[config.mk]
export PLATFORM = sky130hd
export DESIGN_NAME = uart_rx_even_flat
export DESIGN_NICKNAME = d
export VERILOG_FILES = /design/src/rtl/uart_rx_even_if.sv /design/src/rtl/uart_rx_even.sv /design/src/flat_wrapper.sv
export SDC_FILE = /design/constraint.sdc
export NUM_CORES = 1
export LEC_CHECK = 0
export ABC_CLOCK_PERIOD_IN_PS = 5100
export BUFFER_PORTS_ARGS = -buffer_cell sky130_fd_sc_hd__buf_4
export CAP_MARGIN = 20
export CORE_UTILIZATION = 60
export CTS_CLUSTER_DIAMETER = 80
export CTS_CLUSTER_SIZE = 12
export DETAILED_ROUTE_END_ITERATION = 10
export PLACE_DENSITY_LB_ADDON = 0.3
export SLEW_MARGIN = 20
export SYNTH_ARGS = -nofsm -noshare
export SYNTH_HDL_FRONTEND = slang
export SYNTH_SLANG_ARGS = --single-unit
export TNS_END_PERCENT = 50
[constraint.sdc]
create_clock -name clk50m -period 5.1 [get_ports clk50m]
set_input_delay 0.765 -clock clk50m [delete_from_list [all_inputs] [get_ports clk50m]]
set_output_delay 0.765 -clock clk50m [all_outputs]
set_load 0.03 [all_outputs]
[src/rtl/uart_rx_even_if.sv]
// Received-byte handshake bundle: byte, status flags, valid/ready.
interface uart_rx_even_if;
    logic [7:0] rx_data;
    logic       rx_valid;
    logic       rx_ready;
    logic       parity_err;
    logic       frame_err;
    logic       overrun;

    modport master (
        output rx_data, rx_valid, parity_err, frame_err, overrun,
        input  rx_ready
    );

    modport slave (
        input  rx_data, rx_valid, parity_err, frame_err, overrun,
        output rx_ready
    );
endinterface

[src/rtl/uart_rx_even.sv]
// UART receiver, 16x oversampled, 8N1 (8E1 when UART_RX_PARITY_EN is defined).
// Latency: byte presented the cycle after the stop-bit majority sample.
// Backpressure: one-byte holding register; a byte completing while it is full is dropped and flags overrun.
module uart_rx_even #(
    parameter int OVS_DIV = 326
) (
    input  logic            clk50m,
    input  logic            rst,
    input  logic            rxd,
    uart_rx_even_if.master  rx_if
);

    localparam logic [2:0] S_IDLE   = 3'd0;
    localparam logic [2:0] S_START  = 3'd1;
    localparam logic [2:0] S_DATA   = 3'd2;
`ifdef UART_RX_PARITY_EN
    localparam logic [2:0] S_PARITY = 3'd3;
`endif
    localparam logic [2:0] S_STOP   = 3'd4;
    localparam logic [2:0] S_BREAK  = 3'd5;

    logic        rxd_s1, rxd_s2, rxd_prev;
    logic [11:0] pre_cnt;
    logic        tick;
    logic [3:0]  tick_cnt;
    logic [2:0]  state;
    logic [2:0]  bit_cnt;
    logic [7:0]  shift;
    logic        smp7, smp8;
    logic        vote;
    logic        mid_tick, last_tick;
    logic        start_edge;
    logic        complete;
    logic        perr_next;

    logic [7:0]  rx_data_q;
    logic        rx_valid_q;
    logic        frame_err_q;
    logic        overrun_q;

    always_ff @(posedge clk50m or negedge rst) begin
        if (!rst) begin
            rxd_s1   <= 1'b1;
            rxd_s2   <= 1'b1;
            rxd_prev <= 1'b1;
        end else begin
            rxd_s1   <= rxd;
            rxd_s2   <= rxd_s1;
            rxd_prev <= rxd_s2;
        end
    end

    always_comb begin
        tick       = (pre_cnt == 12'(OVS_DIV - 1));
        start_edge = (state == S_IDLE) && rxd_prev && !rxd_s2;
        vote       = (smp7 & smp8) | (smp7 & rxd_s2) | (smp8 & rxd_s2);
        mid_tick   = tick && (tick_cnt == 4'd9);
        last_tick  = tick && (tick_cnt == 4'd15);
        complete   = (state == S_STOP) && mid_tick;
    end

    // Restarting the prescaler on the start edge phase-aligns ticks to the frame.
    always_ff @(posedge clk50m or negedge rst) begin
        if (!rst)
            pre_cnt <= '0;
        else if (start_edge || tick)
            pre_cnt <= '0;
        else
            pre_cnt <= pre_cnt + 12'd1;
    end

    always_ff @(posedge clk50m or negedge rst) begin
        if (!rst) begin
            state    <= S_IDLE;
            tick_cnt <= '0;
            bit_cnt  <= '0;
            shift    <= '0;
            smp7     <= 1'b1;
            smp8     <= 1'b1;
        end else begin
            if (state != S_IDLE && state != S_BREAK && tick) begin
                tick_cnt <= tick_cnt + 4'd1;
                if (tick_cnt == 4'd7) smp7 <= rxd_s2;
                if (tick_cnt == 4'd8) smp8 <= rxd_s2;
            end
            case (state)
                S_IDLE: begin
                    if (start_edge) begin
                        state    <= S_START;
                        tick_cnt <= '0;
                        bit_cnt  <= '0;
                    end
                end
                S_START: begin
                    if (mid_tick && vote)
                        state <= S_IDLE;
                    else if (last_tick)
                        state <= S_DATA;
                end
                S_DATA: begin
                    if (mid_tick)
                        shift <= {vote, shift[7:1]};
                    if (last_tick) begin
                        bit_cnt <= bit_cnt + 3'd1;
                        if (bit_cnt == 3'd7) begin
`ifdef UART_RX_PARITY_EN
                            state <= S_PARITY;
`else
                            state <= S_STOP;
`endif
                        end
                    end
                end
`ifdef UART_RX_PARITY_EN
                S_PARITY: begin
                    if (last_tick)
                        state <= S_STOP;
                end
`endif
                S_STOP: begin
                    // A low stop bit means the line may be held in break; wait for it to recover.
                    if (mid_tick)
                        state <= vote ? S_IDLE : S_BREAK;
                end
                S_BREAK: begin
                    if (rxd_s2)
                        state <= S_IDLE;
                end
                default: state <= S_IDLE;
            endcase
        end
    end

`ifdef UART_RX_PARITY_EN
    logic par_bit;
    logic parity_err_q;

    always_ff @(posedge clk50m or negedge rst) begin
        if (!rst)
            par_bit <= 1'b0;
        else if (state == S_PARITY && mid_tick)
            par_bit <= vote;
    end

    always_comb perr_next = (^shift) ^ par_bit;

    always_ff @(posedge clk50m or negedge rst) begin
        if (!rst)
            parity_err_q <= 1'b0;
        else if (complete && (!rx_valid_q || rx_if.rx_ready))
            parity_err_q <= perr_next;
    end

    assign rx_if.parity_err = parity_err_q;
`else
    always_comb perr_next = 1'b0;
    assign rx_if.parity_err = perr_next;
`endif

    always_ff @(posedge clk50m or negedge rst) begin
        if (!rst) begin
            rx_data_q   <= 8'h00;
            rx_valid_q  <= 1'b0;
            frame_err_q <= 1'b0;
            overrun_q   <= 1'b0;
        end else if (complete) begin
            if (!rx_valid_q || rx_if.rx_ready) begin
                rx_data_q   <= shift;
                frame_err_q <= !vote;
                rx_valid_q  <= 1'b1;
            end else begin
                overrun_q   <= 1'b1;
            end
        end else if (rx_valid_q && rx_if.rx_ready) begin
            rx_valid_q <= 1'b0;
            overrun_q  <= 1'b0;
        end
    end

    assign rx_if.rx_data   = rx_data_q;
    assign rx_if.rx_valid  = rx_valid_q;
    assign rx_if.frame_err = frame_err_q;
    assign rx_if.overrun   = overrun_q;

endmodule

[src/flat_wrapper.sv]
// flat-port wrapper written by rule: the top's interface ports become plain ports
module uart_rx_even_flat 
#(
    parameter int OVS_DIV = 326
)
  (clk50m, rst, rxd, rx_if_rx_data, rx_if_rx_valid, rx_if_parity_err, rx_if_frame_err, rx_if_overrun, rx_if_rx_ready);
  uart_rx_even_if rx_if_i ();
  input  logic clk50m;
  input  logic rst;
  input  logic rxd;
  output wire logic [$bits(rx_if_i.rx_data)-1:0] rx_if_rx_data;
  output wire logic [$bits(rx_if_i.rx_valid)-1:0] rx_if_rx_valid;
  output wire logic [$bits(rx_if_i.parity_err)-1:0] rx_if_parity_err;
  output wire logic [$bits(rx_if_i.frame_err)-1:0] rx_if_frame_err;
  output wire logic [$bits(rx_if_i.overrun)-1:0] rx_if_overrun;
  input wire logic [$bits(rx_if_i.rx_ready)-1:0] rx_if_rx_ready;
  assign rx_if_rx_data = rx_if_i.rx_data;
  assign rx_if_rx_valid = rx_if_i.rx_valid;
  assign rx_if_parity_err = rx_if_i.parity_err;
  assign rx_if_frame_err = rx_if_i.frame_err;
  assign rx_if_overrun = rx_if_i.overrun;
  assign rx_if_i.rx_ready = rx_if_rx_ready;
  uart_rx_even #(.OVS_DIV(OVS_DIV)) u_core (.clk50m(clk50m), .rst(rst), .rxd(rxd), .rx_if(rx_if_i));
endmodule
Yosys cells after proc, flatten, opt, wreduce, memory -nomap -nowiden
Index checks and enable logic that the tools add are counted.

cells by class
  add/subtract/negate cells = 3
  reduce and logical (&&, ||, !) cells = 26
  multiplexer cells = 21
  bitwise operators = 5
  equal/unequal tests = 19

operator list
  kind                   count
  $mux 3                 10
  $pmux 3 s5             1
  $add 12x1->12 const B  1
  $eq 12x9->1 const B    1
  $eq 4x4->1 const B     3
  $mux 12                1
  $mux 4                 3
  $reduce_and 2->1       6
  $ne 2x1->1 const B     5
  $eq 3x3->1 const B     3
  $logic_and 1x1->1      9
  $pmux 3 s2             1
  $reduce_and 6->1       1
  $mux 1                 5
  $add 4x1->4 const B    1
  $eq 4x3->1 const B     1
  $ne 2x2->1 const B     2
  $reduce_bool 2->1      2
  $add 3x1->3 const B    1
  $and 1x1->1            3
  $eq 3x1->1 const B     1
  $eq 3x2->1 const B     1
  $logic_not 1->1        3
  $logic_not 3->1        1
  other kinds (6)        8

word-level totals
  bits in registers = 46
  output and inout bits = 12
  input bits = 4

Logic depth before layout (Yosys ltp)
  depth after elaboration = 6
  gate-level depth with buffers = 7
  gate-level depth less buffers = 7

Least setup slack after synthesis
Ideal clock, no wire load.

  path kind = register to register
  start = reg u_core.pre_cnt[1]
  end = reg u_core.state[0]
  stages on the path, launching flop included = 8
  arrival time = 1785 ps
  setup slack = 3188 ps
  cells stage by stage = dfrtp_1 inv_1 ha_1 and4bb_2 nand4_1 a32oi_2 o211a_1 mux2_1

between the ends
  cells in the longest elaborated chain, start to end = 5
  elaborated cells between the ends (all ways) = 10

RTL lines
  item                                                             RTL line             text
  start, declared                                                  uart_rx_even.sv:23   logic [11:0] pre_cnt;
  start signal, assigned                                           uart_rx_even.sv:69   pre_cnt <= pre_cnt + 12'd1;
  $eq 12x9->1 (*)                                                  uart_rx_even.sv:54   tick = (pre_cnt == 12'(OVS_DIV - 1));
  $logic_and 1x1->1                                                uart_rx_even.sv:57   mid_tick = tick && (tick_cnt == 4'd9);
  $logic_and 1x1->1                                                uart_rx_even.sv:95   if (mid_tick && vote)
  $ne 3x1->1 (no line) / $mux 3 (equally long branches)            n/a
  $reduce_and 6->1 (no line) / $pmux 3 s5 (equally long branches)  n/a
  end signal, assigned                                             uart_rx_even.sv:123  state <= vote ? S_IDLE : S_BREAK;
  end, declared                                                    uart_rx_even.sv:26   logic [2:0] state;

Mark *: on every way between the ends. The rest lies on a longest branch, timed or not.
A chain may end at the register's enable or synchronous reset.

Final worst setup path
Same ends and word-level chain as after synthesis.

==> impl_metrics.json <==
{
  "syn-cell-area_um2": 2240,
  "power.density_nw_per_um2": 309,
  "required_ps": 5280,
  "routed_via_density": 5.65,
  "synth.area.top_cells": "dfrtp_1 46%, dfstp_2 5.9%, mux2_4 5.4%, mux2_2 5.0%, ha_1 3.9%",
  "async_reset_ff_frac": 1.00,
  "grt_use_total": 0.219,
  "synth_cells": 188,
  "fin_nets": 215,
  "crit_path_start_kind": "flip-flop",
  "synth.most_common_cell": "dfrtp_1",
  "rsz0062_at_grt": "false",
  "place.gp.congestion": 0.800,
  "yosys.area.top_type": "dfrtp_1",
  "overflow": 0,
  "finalHoldViolCount": 0,
  "drt-total-wl_um": 3760,
  "drt-met1-wl_um": 1700,
  "setup.worst_path.end_class": "flip-flop",
  "slew_headroom": 0.426,
  "tns_ps": 0,
  "cts_setup_buffers": 0,
  "clk_path_buf_depth": 2,
  "seq_area_frac_synth": 0.516,
  "wl_per_cell_um": 15.0,
  "place.detailed.hpwl_um": 2700,
  "syn_to_final_growth_pct": 10.3,
  "portBuffers": 14,
  "power_uw": 764,
  "postCtsHoldBufs": 0,
  "wl_met3_um": 121,
  "clock_skew_ps": 8.74,
  "n_antenna_cell": 0,
  "grt_pass1_wl_um": 6560,
  "cts_tree": "built",
  "period_share": 0.420,
  "syn-num-nets": 199,
  "synth_common_cells": "41 x dfrtp_1, 22 x nor2_1, 10 x mux2_2, 8 x mux2_4, 8 x nand2_1",
  "post-route-drc-count": 0,
  "synth_top_area_share": 0.458,
  "grt_start_max_net_pins": 47,
  "layout_min_cycle_time_ps": 2140,
  "start_util": 0.646,
  "first_pass_iters": 4,
  "path_clk_slew_ps": 90,
  "multi_input_area_um2": 1040,
  "seq_area_um2": 1160,
  "die_area_um2": 3980,
  "core_um2": 3470,
  "antenna_found_initial": 0,
  "num_io_pins": 16,
  "setup_viol": 0,
  "drtIter0Drc": 98,
  "p_leak_nw": 1.16,
  "arrival_ps": 2320,
  "ys_types": 49,
  "clock_sinks": 46,
  "top_layer": "met4",
  "ys.warnings.count": 0,
  "synth_area_per_cell_um2": 11.9,
  "criticalPathCategory": "flip-flop to flip-flop",
  "synth_edf_count": 0,
  "htreeDepth": 2,
  "row_count": 21,
  "die_h_um": 63.1,
  "ir_drop_v": 0.000252,
  "drive_above_1_share": 0.288,
  "n_fill_cell": 251,
  "clock-root-buffer": "clkbuf_8",
  "worst_pin_slew_ps": 854,
  "synthFlopType": "dfrtp_1",
  "ys_seq_elements": 46,
  "die_w_um": 63.1,
  "post_cts_resized": 0,
  "slew_violations": 0,
  "route.vias.total": 1418,
  "status": "finished clean",
  "cap_violations": 0,
  "final_antenna_net_count": 0,
  "dr_wl_met2_um": 1880,
  "min_path_type": "flip-flop to flip-flop",
  "clock_latency_ps": 300,
  "max_freq_mhz": 467,
  "cts_made_buffers": 5,
  "critPathMaxFanout": 5,
  "first_global_vias": 1409
}
sequential cells by signal (all words and copies together), names as in the netlist:
name                    flops
u_core.rx_if.rx_valid       1
u_core.shift                8
u_core.rx_if.rx_data        8
u_core.smp7                 1
u_core.rx_if.frame_err      1
u_core.rx_if.overrun        1
u_core.rxd_prev             1
u_core.pre_cnt             12
u_core.bit_cnt              3
u_core.state                3
u_core.rxd_s1               1
u_core.smp8                 1
u_core.rxd_s2               1
u_core.tick_cnt             4
per-layer routing:
layer	track usage	up-vias
li1	-	688
met5	0	-
met3	0.0652	6
met4	0.0698	0
met2	0.364	26
met1	0.274	698
stage by stage:
stage / instances / hold WS [ps] / area [um^2] / util / setup slack [ps]
floorplan: 188 / 345 / 2240 / - / 3190
global placement: 243 / 350 / 2380 / 0.686 / 3050
detailed placement: 243 / 349 / 2380 / 0.686 / 2970
CTS: 251 / 362 / 2470 / 0.713 / 2950
global route: 251 / 362 / 2470 / 0.713 / 2820
finish: 251 / 360 / 2470 / 0.713 / 2960
worst max-delay path: stages, from the launching register on:
cell and delay (ps):
dfrtp_1 430, inv_1 70, ha_1 120, and4bb_2 270, nand4_1 210, a32oi_2 350
o211a_1 230, mux2_1 340
worst paths after layout:
path                                   start           endpoint  slack, ps  cells past startpoint
max                        u_core.pre_cnt[1]    u_core.state[0]       2960                      7
min                            u_core.rxd_s1      u_core.rxd_s2        360                      0
max reg2reg                u_core.pre_cnt[1]    u_core.state[0]       2960                      7
min reg2reg                    u_core.rxd_s1      u_core.rxd_s2        360                      0
max in group asynchronous                rst    u_core.rxd_prev       4260                      1
min in group asynchronous                rst  u_core.pre_cnt[6]        440                      1
layout by cell type (no fill, tap or decap), types with 3 or more instances in the layout:
cell type | synthesis | routed
a21oi_1 | 5 | 5
a22o_1 | 4 | 4
a31oi_1 | 3 | 3
buf_4 | 1 | 14
clkbuf_8 | 0 | 5
dfrtp_1 | 41 | 41
dfstp_2 | 5 | 5
ha_1 | 7 | 7
inv_1 | 6 | 6
mux2_2 | 10 | 10
mux2_4 | 8 | 8
nand2_1 | 8 | 8
nand3_1 | 6 | 6
nor2_1 | 22 | 22
nor3_1 | 4 | 4
o21ai_0 | 6 | 6
xnor2_1 | 7 | 7
xor2_1 | 5 | 5
report_power, final:
part	switching (mW)	internal [mW]	total (mW)
Combinational	0.0612	0.0470	0.108
Clock	0.128	0.0989	0.227
Sequential	0.0383	0.390	0.428
Total	0.228	0.536	0.764
logic make-up after synthesis:
kind of cell	count (synthesis)	synth area share
AOI/OAI and AO/OA	23	0.0776
DFF	46	0.516
xor gates and xnor gates	12	0.0469
other	1	0.00167
and+or+nand+nor	66	0.174
buffers and inverters	11	0.0212
muxes	21	0.118
adders and majority gates	8	0.0435
final cells by class:
cell class | count | area share
repair buffers | 14 | 0.0425
flip-flops and latches | 46 | 0.468
multi-input cells | 131 | 0.419
clock buffers | 5 | 0.0278
well taps | 46 | 0.0233
clock inverters | 3 | 0.0101
inverters | 6 | 0.00911
(Power assumes the default switching activity.)
